<file path="src/rtl/aabb_scan_sched.sv">
// ---------------------------------------------------------------------------
// aabb_scan_sched
//   Sweeps one ray against a list of boxes held in an external box RAM.
//   Issues one box per cycle into a pipelined AABB slab-test unit, collects
//   the in-order results, and reports the nearest hit: the smallest signed
//   tmin among results with ray_hit=1. On equal tmin the lower index wins.
//
// Packed layouts:
//   Ray         : RAY_W  = 6*WIDTH bits  {origin xyz, direction xyz}
//   AABB        : AABB_W = 6*WIDTH + COLOR_W bits {min xyz, max xyz, colour}
//   AABB_result : {box[AABB_W], ray_hit[1], tmin[WIDTH]}
//
// Ports:
//   clk, reset          clock, synchronous active-high reset
//   ray_valid/ray_ready upstream handshake; ray_in, box_count sampled on it
//   box_rd_en/box_addr  box RAM read port; box_rd_data valid 1 cycle later
//   aabb_start/ray/box  issue port to the AABB unit
//   aabb_result/valid   results from the AABB unit, one per issue, in order
//   res_valid/res_ready downstream handshake for the final result
//   res_hit/tmin/box/idx  nearest-hit result (tmin=MAX when no hit)
//   busy                scheduler not idle
//   err                 sticky: result arrived with none outstanding
// ---------------------------------------------------------------------------
module aabb_scan_sched #(
    parameter int unsigned     WIDTH   = 16,
    parameter int unsigned     Q_BITS  = 8,
    parameter logic [WIDTH-1:0] MAX    = 16'h7FFF,
    parameter int unsigned     ADDR_W  = 6,
    parameter int unsigned     COLOR_W = 24
) (
    input  logic                          clk,
    input  logic                          reset,
    input  logic                          ray_valid,
    output logic                          ray_ready,
    input  logic [6*WIDTH-1:0]            ray_in,
    input  logic [ADDR_W:0]               box_count,
    output logic                          box_rd_en,
    output logic [ADDR_W-1:0]             box_addr,
    input  logic [6*WIDTH+COLOR_W-1:0]    box_rd_data,
    output logic                          aabb_start,
    output logic [6*WIDTH-1:0]            aabb_ray,
    output logic [6*WIDTH+COLOR_W-1:0]    aabb_box,
    input  logic [7*WIDTH+COLOR_W:0]      aabb_result,
    input  logic                          aabb_valid,
    output logic                          res_valid,
    input  logic                          res_ready,
    output logic                          res_hit,
    output logic [WIDTH-1:0]              res_tmin,
    output logic [6*WIDTH+COLOR_W-1:0]    res_box,
    output logic [ADDR_W-1:0]             res_idx,
    output logic                          busy,
    output logic                          err
);

    localparam int unsigned RAY_W  = 6 * WIDTH;
    localparam int unsigned AABB_W = 6 * WIDTH + COLOR_W;
    localparam logic [ADDR_W:0] CNT_ONE = 1;

    // Fixed-point format sanity; Q_BITS carries no arithmetic here.
    if (Q_BITS > WIDTH) begin : g_qbits_check
        $error("aabb_scan_sched: Q_BITS must not exceed WIDTH");
    end

    typedef enum logic [1:0] {IDLE, ISSUE, DRAIN, DONE} state_t;

    state_t              r_state, w_next;
    logic [ADDR_W:0]     r_n, r_rd_ptr, r_rcv_cnt;
    logic [RAY_W-1:0]    r_ray;
    logic                r_start;
    logic                r_best_hit;
    logic [WIDTH-1:0]    r_best_tmin;
    logic [AABB_W-1:0]   r_best_box;
    logic [ADDR_W-1:0]   r_best_idx;
    logic                r_err;

    logic [AABB_W-1:0]   w_res_box;
    logic                w_res_hit;
    logic [WIDTH-1:0]    w_res_tmin;
    logic                w_accept, w_rcv_ok, w_update;
    logic [ADDR_W:0]     w_rcv_next;

    assign {w_res_box, w_res_hit, w_res_tmin} = aabb_result;

    assign w_accept = ray_valid && (r_state == IDLE);

    // A result is only collected while a scan is live and still owes results;
    // anything else is flagged as unexpected and dropped.
    assign w_rcv_ok   = aabb_valid && (r_rcv_cnt < r_n) &&
                        (r_state != IDLE) && (r_state != DONE);
    assign w_rcv_next = w_rcv_ok ? (r_rcv_cnt + CNT_ONE) : r_rcv_cnt;
    // Strict less-than keeps the earlier index on a tie.
    assign w_update   = w_rcv_ok && w_res_hit &&
                        (!r_best_hit || ($signed(w_res_tmin) < $signed(r_best_tmin)));

    always_ff @(posedge clk) begin
        if (reset) r_state <= IDLE;
        else       r_state <= w_next;
    end

    always_comb begin
        w_next    = r_state;
        ray_ready = 1'b0;
        box_rd_en = 1'b0;
        busy      = 1'b1;
        case (r_state)
            IDLE: begin
                ray_ready = 1'b1;
                busy      = 1'b0;
                if (ray_valid) w_next = (box_count != '0) ? ISSUE : DONE;
            end
            ISSUE: begin
                box_rd_en = 1'b1;
                if (r_rd_ptr == r_n - CNT_ONE) w_next = DRAIN;
            end
            DRAIN: begin
                if (w_rcv_next == r_n) w_next = DONE;
            end
            DONE: begin
                if (res_ready) w_next = IDLE;
            end
            default: w_next = IDLE;
        endcase
    end

    always_ff @(posedge clk) begin
        if (reset) begin
            r_n         <= '0;
            r_rd_ptr    <= '0;
            r_rcv_cnt   <= '0;
            r_ray       <= '0;
            r_start     <= 1'b0;
            r_best_hit  <= 1'b0;
            r_best_tmin <= '0;
            r_best_box  <= '0;
            r_best_idx  <= '0;
            r_err       <= 1'b0;
        end else begin
            // RAM data lands one cycle after the read, so the start strobe
            // is the read strobe delayed by one.
            r_start <= box_rd_en;
            if (w_accept) begin
                r_ray       <= ray_in;
                r_n         <= box_count;
                r_rd_ptr    <= '0;
                r_rcv_cnt   <= '0;
                r_best_hit  <= 1'b0;
                r_best_tmin <= MAX;
                r_best_box  <= '0;
                r_best_idx  <= '0;
            end else begin
                if (box_rd_en) r_rd_ptr  <= r_rd_ptr + CNT_ONE;
                if (w_rcv_ok)  r_rcv_cnt <= r_rcv_cnt + CNT_ONE;
                if (w_update) begin
                    r_best_hit  <= 1'b1;
                    r_best_tmin <= w_res_tmin;
                    r_best_box  <= w_res_box;
                    r_best_idx  <= r_rcv_cnt[ADDR_W-1:0];
                end
            end
            if (aabb_valid && !w_rcv_ok) r_err <= 1'b1;
        end
    end

    assign box_addr   = r_rd_ptr[ADDR_W-1:0];
    assign aabb_start = r_start;
    assign aabb_ray   = r_ray;
    assign aabb_box   = box_rd_data;
    assign res_valid  = (r_state == DONE);
    assign res_hit    = r_best_hit;
    assign res_tmin   = r_best_tmin;
    assign res_box    = r_best_box;
    assign res_idx    = r_best_idx;
    assign err        = r_err;

endmodule

</file>
<file path="config.mk">
export PLATFORM = sky130hd
export DESIGN_NAME = aabb_scan_sched
export DESIGN_NICKNAME = d
export VERILOG_FILES = /design/src/rtl/aabb_scan_sched.sv
export SDC_FILE = /design/constraint.sdc
export NUM_CORES = 1
export LEC_CHECK = 0
export BUFFER_PORTS_ARGS = -buffer_cell sky130_fd_sc_hd__buf_2
export CORE_AREA = 3 3 287 289
export CTS_CLUSTER_DIAMETER = 150
export CTS_CLUSTER_SIZE = 28
export DETAILED_ROUTE_END_ITERATION = 10
export DIE_AREA = 0 0 290 292
export MAX_ROUTING_LAYER = met4
export PLACE_DENSITY = 0.32
export SLEW_MARGIN = 25
export SYNTH_ARGS = -nofsm -noshare
export SYNTH_HDL_FRONTEND = slang
export SYNTH_SLANG_ARGS = --single-unit
</file>
<file path="constraint.sdc">
create_clock -name clk -period 2.9 [get_ports clk]
set_input_delay 0.145 -clock clk [delete_from_list [all_inputs] [get_ports clk]]
set_output_delay 0.145 -clock clk [all_outputs]
set_load 0.05 [all_outputs]
</file>
-- After elaboration in Yosys (flattened, before gate mapping)
Index checks and enable logic that the tools add are counted.
Widths: inputs -> output; s select.
- flip-flop bits (word level): 264
- bits of input ports: 365
- output and inout bits: 371
- multiplexer cells: 12
- reductions and logical operators: 16
- order comparisons: 2
- add/subtract/negate cells: 3
- equal/unequal tests: 10
- operators with widths (operator ; number):
    $mux 15 ; 2
    $lt 16x16->1 ; 1
    $add 7x1->7 const B ; 2
    $eq 7x7->1 ; 2
    $mux 2 ; 5
    $ne 2x2->1 const B ; 4
    $pmux 2 s4 ; 1
    $logic_and 1x1->1 ; 7
    $lt 7x7->1 ; 1
    $mux 7 ; 1
    $reduce_bool 7->1 ; 1
    $sub 7x1->7 const B ; 1
    $eq 2x2->1 const B ; 2
    $reduce_and 4->1 ; 1
    $reduce_bool 2->1 ; 2
    $mux 1 ; 3
    $eq 2x1->1 const B ; 1
    $logic_not 1->1 ; 2
    $logic_not 2->1 ; 1
    $ne 2x1->1 const B ; 1
    $reduce_or 2->1 ; 1
    $logic_or 1x1->1 ; 1

-- Depth between registers and ports, before layout
Gate-level depths: netlist of the first run.
- depth after elaboration: 8
- gate-level depth with buffers: 13
- depth with buffers taken out: 10

-- Least setup slack after synthesis of the first run
No wires, ideal clock.
- kind: reg-to-reg
- from: reg r_best_tmin[9] (netlist: res_tmin[9])
- to: reg r_best_box[49] (netlist: res_box[49])
- stages on the path, launching flop included: 12
- path buffers: 2
- setup slack: 94 ps
- setup time: 132 ps
- clock period less this slack: 2806 ps
- arrival time: 2674 ps
- cells stage by stage: dfxtp_1 inv_1 ha_1 a21o_1 a21o_1 a2111oi_2 o311ai_1 o211a_1 buf_4 clkbuf_1 o21ai_1 a21oi_1
- cells in the longest elaborated chain, start to end: 3
- ends and longest elaborated chain (what ; RTL line ; source):
    start: declaration ; 71 ; logic [WIDTH-1:0] r_best_tmin;
    start signal: assignment ; 155 ; r_best_tmin <= w_res_tmin;
    $lt 16x16->1 ; 93 ; (!r_best_hit || ($signed(w_res_tmin) < $signed(r_best_tmin)));
    $logic_or 1x1->1 ; 93 ;
    $logic_and 1x1->1 ; 92 ; assign w_update = w_rcv_ok && w_res_hit &&
    end signal: assignment ; 156 ; r_best_box <= w_res_box;
    end: declaration ; 72 ; logic [AABB_W-1:0] r_best_box;
Every way passes these cells.
A chain may end at the register's enable or synchronous reset.

-- Final worst setup path of the first run
- from: reg r_best_tmin[9] (netlist: res_tmin[9])
- to: reg r_best_tmin[1] (netlist: res_tmin[1])
- cells in the longest elaborated chain, start to end: 4
- ends and longest elaborated chain (what ; RTL line):
    $lt 16x16->1 ; 93
    $logic_or 1x1->1 ; 93
    $logic_and 1x1->1 ; 92
    $reduce_bool 2->1 (no line) ; n/a
Every way passes these cells.

==> results of run 1 <==
[layer usage]
metal,part of all wire (%),track usage [%]
met5,0,-
met1,43,13.6
met2,46,18.7
met3,7.9,3.45
met4,3.4,3.86
[registers in the layout, indices dropped and copies added, names as in the netlist]
signal and cells:
aabb_ray 96, err 1, res_tmin 16, r_rcv_cnt 7
r_n 7, r_state 2, res_hit 1, res_box 120
r_rd_ptr 7, aabb_start 1, res_idx 6
[power by group through the flow]
stage | combinational [mW] | clock (mW) | sequential (mW)
after floorplan | 1.77 | 0 | 5.03
after global placement | 3.38 | 0 | 4.15
after detailed placement | 3.38 | 0 | 4.16
after CTS | 3.64 | 2.73 | 4.08
after global routing | 3.91 | 2.79 | 4.12
final | 3.60 | 2.51 | 4.08
[path summary, 6_finish.rpt]
kind	start	to	slack, ns	depth (start not counted)
worst max-delay path	res_tmin[9]	res_tmin[1]	0.18	11
worst min-delay path	reset	err	0.06	2
worst max register to register	res_tmin[9]	res_tmin[1]	0.18	11
worst min register to register	aabb_ray[25]	aabb_ray[25]	0.46	2
[worst max-delay path: cells and delay by family (launching register included)]
kind | cells | cell delay [ns]
DFF | 1 | 0.37
and+or+nand+nor | 1 | 0.10
adders and majority gates | 1 | 0.30
AOI/OAI and AO/OA | 6 | 1.40
buffers and inverters | 3 | 0.48
[synthesized netlist by cell type, types with 18 or more instances]
| library cell | n | area share [%] |
|---|---|---|
| dfxtp_1 | 264 | 45 |
| nand2_1 | 221 | 7.1 |
| nand3_1 | 146 | 6.2 |
| a21oi_1 | 235 | 10 |
| o21ai_1 | 25 | 1.1 |
| clkbuf_1 | 98 | 3.1 |
| inv_1 | 28 | 0.89 |
| buf_4 | 137 | 8.7 |
| ha_1 | 28 | 3.0 |
| o21ai_0 | 123 | 5.2 |
| a31oi_1 | 18 | 0.96 |
| nor2_1 | 25 | 0.80 |
[what timing repair did]
action | in CTS | in global routing
hold buffers | 240 | 0
buffers inserted | 0 | 4
resized for setup | 0 | 8
setup endpoints to repair | 0 | 36
endpoints found under the hold margin | 240 | 0
[final cells by class]
class | count | area share, %
Clock inverter | 4 | 0.428
Inverter | 28 | 0.590
Clock buffer | 17 | 2.20
Antenna cell | 4 | 0.0562
Timing Repair Buffer | 801 | 31.8
Tap cell | 1060 | 7.44
Multi-Input combinational cell | 920 | 27.8
Sequential cell | 264 | 29.7
[kinds of logic (layout without fill, tap and decap cells)]
logic type	after synthesis	count (layout)	synth area share, %
xor+xnor	26	26	1.94
simple gates	428	428	16.3
flops	264	264	44.9
buf+inv	279	850	13.5
other cells	0	4	0
compound gates	434	434	20.0
mux	4	4	0.394
fa+ha+maj	28	28	2.98
[stage by stage]
step                util (%)  cells
finish                  22.2   3098
detailed placement      18.5   2828
floorplan                  -   1463
CTS                     22.1   3089
global placement        18.5   2828
global route            22.2   3098
==> qor.csv, run 1 <==
stage,metric,value,unit
run_status,status,"complete, no violations",
sta,Setup-failing EPs final,0,
setup_path,crit-path max FO,26,
grt,largest net degree at the start of global routing,88,
sta,slew margin rel.,63.9,%
sta,Fin. Hold Viols,0,
sta,Least-Margin Pin Slew,0.542,ns
routing,# DRC,0,
floorplanning,Core Area,80200,um2
finish,most frequent cells in the layout,"buf_2 (494), dfxtp_1 (263), dlygate4sd3_1 (240)",
synthesis,"EDFF count, synth",0,
synthesis,ys async rst share,0,%
setup_path,Worst setup EP type,flop,
setup_path,Crit path arrival time,3.18,ns
placed_design,Post-DP HPWL,36.3,mm
synthesis,"Avg Cell Area, Syn",8.04,um2
finish,share of layout cells above drive strength 1,29.7,%
finish,Final Instance Area,17800,um2
synthesis,Synth Warn #,0,
routing,Routed Antenna Nets,0,
sta,Max Freq,368,MHz
synthesis,mapped cell area,11800,um2
sta,period utilization,93.7,%
sta,Post-Route Skew,0.0488,ns
power,Total Power,10.2,mW
finish,synthesis-to-layout area growth,51.5,%
power,share of total power in sequential cells,40.0,%
clocking,Clock Latency Late Sink,0.54,ns
routing,Via density,3.96,
floorplanning,DIE AREA,84700,um2
floorplanning,Die Height,292,um
synthesis,synthesis-stage register bit count,264,
power,Power Dens Cells,572,nW/um2
power,Psw,4.05,mW
setup_path,CP most frequent cell,a21o_1,
placed_design,port bufs,495,
routing,final WL,50.6,mm
synthesis,Main synth FF type,dfxtp_1,
floorplanning,Starting Density,14.7,%
clocking,Num Clock Sinks,264,
finish,# nets final,2422,
grt,total track usage,11.5,%
synthesis,post-synthesis cell count,1463,
sta,max-slew violations,0,
power,internal power,6.15,mW
setup_path,CP cell instances,"inv_1, ha_1, a21o_1, a21o_1, a2111oi_2, o311ai_2, o211ai_4, buf_4, buf_12, nand3_1, a31oi_1",
power,Clk pwr share,24.6,%
synthesis,"Seq/Total Area, Yosys",44.9,%
grt,global-route wire length before repair,75.6,mm
setup_path,Setup CP Type,flop to flop,
min_path,min-delay worst type,input pin to flop,
grt,global route overflow,0,
finish,# fillers,9050,
power,P_leak,7.46,nW
power,Comb power frac,35.4,%
grt,initial antenna violation count,4,
job,max cap viols,0,
clocking,H-tree depth,1,
placed_design,final RePlAce weighted congestion,0.756,
routing,Iteration-0 DRC Markers,392,
power,Peak VDD IR,0.000359,V
setup_path,CP required,3.36,ns
routing,via count,12271,
sta,post-route worst setup slack,0.181,ns
setup_path,Slowest cell on crit path,a2111oi_2,
floorplanning,I/O Pins,736,
sta,RSZ-0062 raised after global routing,false,
sta,setup TNS,0,ns
synthesis,post-synth cell types,56,
routing,Initial DRT Pass Iterations,4,
finish,Reg area,5290,um2
clocking,Root Driver,clkbuf_16,
sta,post-layout min period,2.72,ns
finish,area of the multi-input gates,4960,um2
sta,worst hold margin,0.0554,ns
placed_design,pre-CTS setup slack,0.0974,ns
clocking,cts bufs inserted,14,
routing,WL per Instance,16.3,um
clocking,Clock Pin Slew Worst Setup and Hold Paths,0.12,ns
synthesis,Syn Nets,1856,
placed_design,placed cell area,14900,um2
setup_path,Startpoint Class,flop,
clocking,Clock Path Buffers,3,
floorplanning,die width,290,um
finish,"commonest non-fill, non-tap cell in the layout",buf_2,
setup_path,max incr delay on CP,0.39,ns
floorplanning,Core Rows,104,
clocking,CTS tree,yes,
power,switch share,39.7,%
grt,vias in the first global route,12551,
Power figures use the tool's default switching activity.
==> run 2, diff against run 1 <==
ABC_AREA = 1   (was default)
CORE_AREA = 3 3 282 284   (was 3 3 287 289)
DIE_AREA = 0 0 285 287   (was 0 0 290 292)
SKIP_CTS_REPAIR_TIMING = 1   (was default)
==> run 2 against run 1 <==
Against the previous run:
- the run now ends with negative hold slack left
- area after synthesis fell by 3.4%
- fmax up 4.5%
- die area down 3.4%
- final cell count is 1.3% higher
- power rose by 46%
- combinational power up 110%
- first-iteration DRC count is 25% lower
- highest routed layer unchanged
- synthesized cell count grew 4.3%
==> qor.csv, run 2 <==
stage,metric,value,unit
finish,area of the multi-input gates,4540,um2
sta,slew margin rel.,50.9,%
power,P_leak,7.66,nW
placed_design,final RePlAce weighted congestion,0.825,
clocking,Root Driver,clkbuf_16,
synthesis,ys async rst share,0,%
synthesis,most frequent cell after synthesis,nor2_1,
synthesis,post-synth cell types,32,
synthesis,Syn Nets,1919,
power,share of total power in sequential cells,32.4,%
setup_path,Startpoint Class,flop,
floorplanning,Core Area,77300,um2
routing,Iteration-0 DRC Markers,295,
routing,Initial DRT Pass Iterations,4,
grt,global route overflow,0,
power,Psw,7.40,mW
grt,largest net degree at the start of global routing,111,
synthesis,Synth Warn #,0,
power,Comb power frac,51.3,%
grt,initial antenna violation count,6,
run_status,status,finished with violations,
clocking,H-tree depth,1,
clocking,Clock Path Buffers,3,
sta,Least-Margin Pin Slew,0.736,ns
sta,max-slew violations,0,
sta,period utilization,89.7,%
floorplanning,Die Height,287,um
finish,"commonest non-fill, non-tap cell in the layout",buf_2,
synthesis,post-synthesis cell count,1526,
setup_path,R2R setup slack,0.30,ns
finish,share of layout cells above drive strength 1,27.6,%
sta,worst hold margin,-0.0223,ns
sta,post-layout min period,2.60,ns
setup_path,Setup CP Type,flop to flop,
power,switch share,49.8,%
floorplanning,Starting Density,14.7,%
clocking,cts bufs inserted,14,
sta,Post-Route Skew,0.0309,ns
sta,Fin. Hold Viols,4,
power,Clk pwr share,16.3,%
floorplanning,Core Rows,102,
floorplanning,I/O Pins,736,
sta,setup TNS,0,ns
finish,most frequent cells in the layout,"buf_2 (495), nor2_1 (478), dfxtp_1 (264)",
synthesis,"top cells by area, synth","dfxtp_1 (47%), nor2_1 (16%), o21ai_0 (10%)",
synthesis,"Avg Cell Area, Syn",7.44,um2
routing,Via density,3.68,
finish,synthesis-to-layout area growth,49.0,%
setup_path,crit-path max FO,52,
routing,Routed Antenna Nets,0,
sta,Max Freq,384,MHz
power,Peak VDD IR,0.000406,V
floorplanning,die width,285,um
grt,total track usage,10.9,%
run_status,failing checks,negative hold slack,
clocking,CTS tree,yes,
synthesis,Yosys top cell area share,46.5,%
routing,final WL,47.2,mm
finish,Reg area,5290,um2
synthesis,largest area contributor in the netlist,dfxtp_1,
finish,# fillers,8804,
synthesis,Main synth FF type,dfxtp_1,
placed_design,port bufs,495,
power,Power Dens Cells,878,nW/um2
synthesis,"EDFF count, synth",0,
grt,vias in the first global route,10838,
setup_path,Crit path arrival time,3.02,ns
setup_path,Worst setup EP type,flop,
setup_path,CP required,3.32,ns
routing,via count,11538,
finish,# nets final,2483,
floorplanning,DIE AREA,81800,um2
routing,# DRC,0,
sta,Setup-failing EPs final,0,
routing,WL per Instance,15.1,um
finish,Largest register FFs,120,
sta,RSZ-0062 raised after global routing,false,
power,internal power,7.46,mW
synthesis,"Seq/Total Area, Yosys",46.5,%
clocking,Num Clock Sinks,264,
synthesis,mapped cell area,11400,um2
min_path,min-delay worst type,input pin to flop,
job,max cap viols,0,
synthesis,synthesis-stage register bit count,264,
synthesis,"top cells by count, synth","nor2_1 (479), dfxtp_1 (264), o21ai_0 (238), buf_4 (128), nand2_1 (109)",
clocking,Clock Pin Slew Worst Setup and Hold Paths,0.12,ns
grt,global-route wire length before repair,67.3,mm
clocking,Clock Latency Late Sink,0.55,ns
placed_design,Post-DP HPWL,35.4,mm
## run 2: cell types whose count changed in the layout (fill, tap and decap cells not counted), sizes merged, moves of 6 or more
cell and change:
or2 +14, o21ai +89, dlygate4sd3 -11, a21o -6, nand3 -92, a21oi -195
xor2 -9, buf -32, nand2 -105, nor2 +455, xnor2 -12, a31oi -17
inv +36
## run 2: power by group through the flow
| stage | combinational (mW) | clock [mW] | sequential [mW] |
|---|---|---|---|
| after floorplan | 3.50 | 0 | 7.20 |
| after global placement | 7.52 | 0 | 4.89 |
| after detailed placement | 7.51 | 0 | 4.91 |
| after CTS | 7.53 | 2.64 | 4.83 |
| after global routing | 8.43 | 2.70 | 4.92 |
| final | 7.62 | 2.42 | 4.82 |
## run 2: cell type report
class | count | share of cell area [%]
well taps | 1040 | 7.69
flip-flops and latches | 264 | 31.2
multi-input cells | 991 | 26.8
diodes | 5 | 0.0739
clock inverters | 4 | 0.296
inverters | 62 | 1.40
repair buffers | 757 | 30.3
clock buffers | 15 | 2.22
## run 2: stage by stage
step	std cells	util, %	cell area, um2	worst slack, ns	total power [mW]
2_1_floorplan	1526	-	11400	0.383	10.7
3_3_place_gp	2885	18.3	14200	0.146	12.4
3_5_place_dp	2885	18.3	14200	0.196	12.4
4_1_cts	2904	18.9	14600	0.165	15.0
5_1_grt	3138	21.9	16900	0.0397	16.1
6_report	3138	21.9	16900	0.299	14.9
## run 2: metal layers
layer  share of wire (%)  wire length (um)  track usage [%]  up-vias
li1                    -                 -                -     5854
met1                  41             19600             11.8     5181
met2                  45             21000             17.4      460
met3                  11              5250             5.84       43
met4                 2.9              1380             2.78        0
met5                   0                 0                -        -
## run 2: worst paths after layout
kind,startpoint,endpoint,depth (start not counted)
max,r_n[2],res_box[18],14
min,aabb_result[5],res_tmin[5],4
max reg2reg,r_n[2],res_box[18],14
min reg2reg,res_tmin[15],res_tmin[15],2
## run 2: logic make-up after synthesis
logic type	synth area share, %
buf+inv	13.7
fa+ha+maj	3.08
xor+xnor	0.385
flops	46.5
compound gates	12.8
simple gates	23.5
## run 2: critical path, cell delays in order (launching register included)
cell	delay (ns)
dfxtp_1	0.43
inv_1	0.14
ha_1	0.33
a21oi_1	0.16
nand2_1	0.07
nand2_1	0.07
nand2_2	0.06
nand2_4	0.13
nand2_4	0.07
nor2_2	0.16
nand2_4	0.12
buf_12	0.21
buf_4	0.21
o21ai_0	0.22
nor2_1	0.06
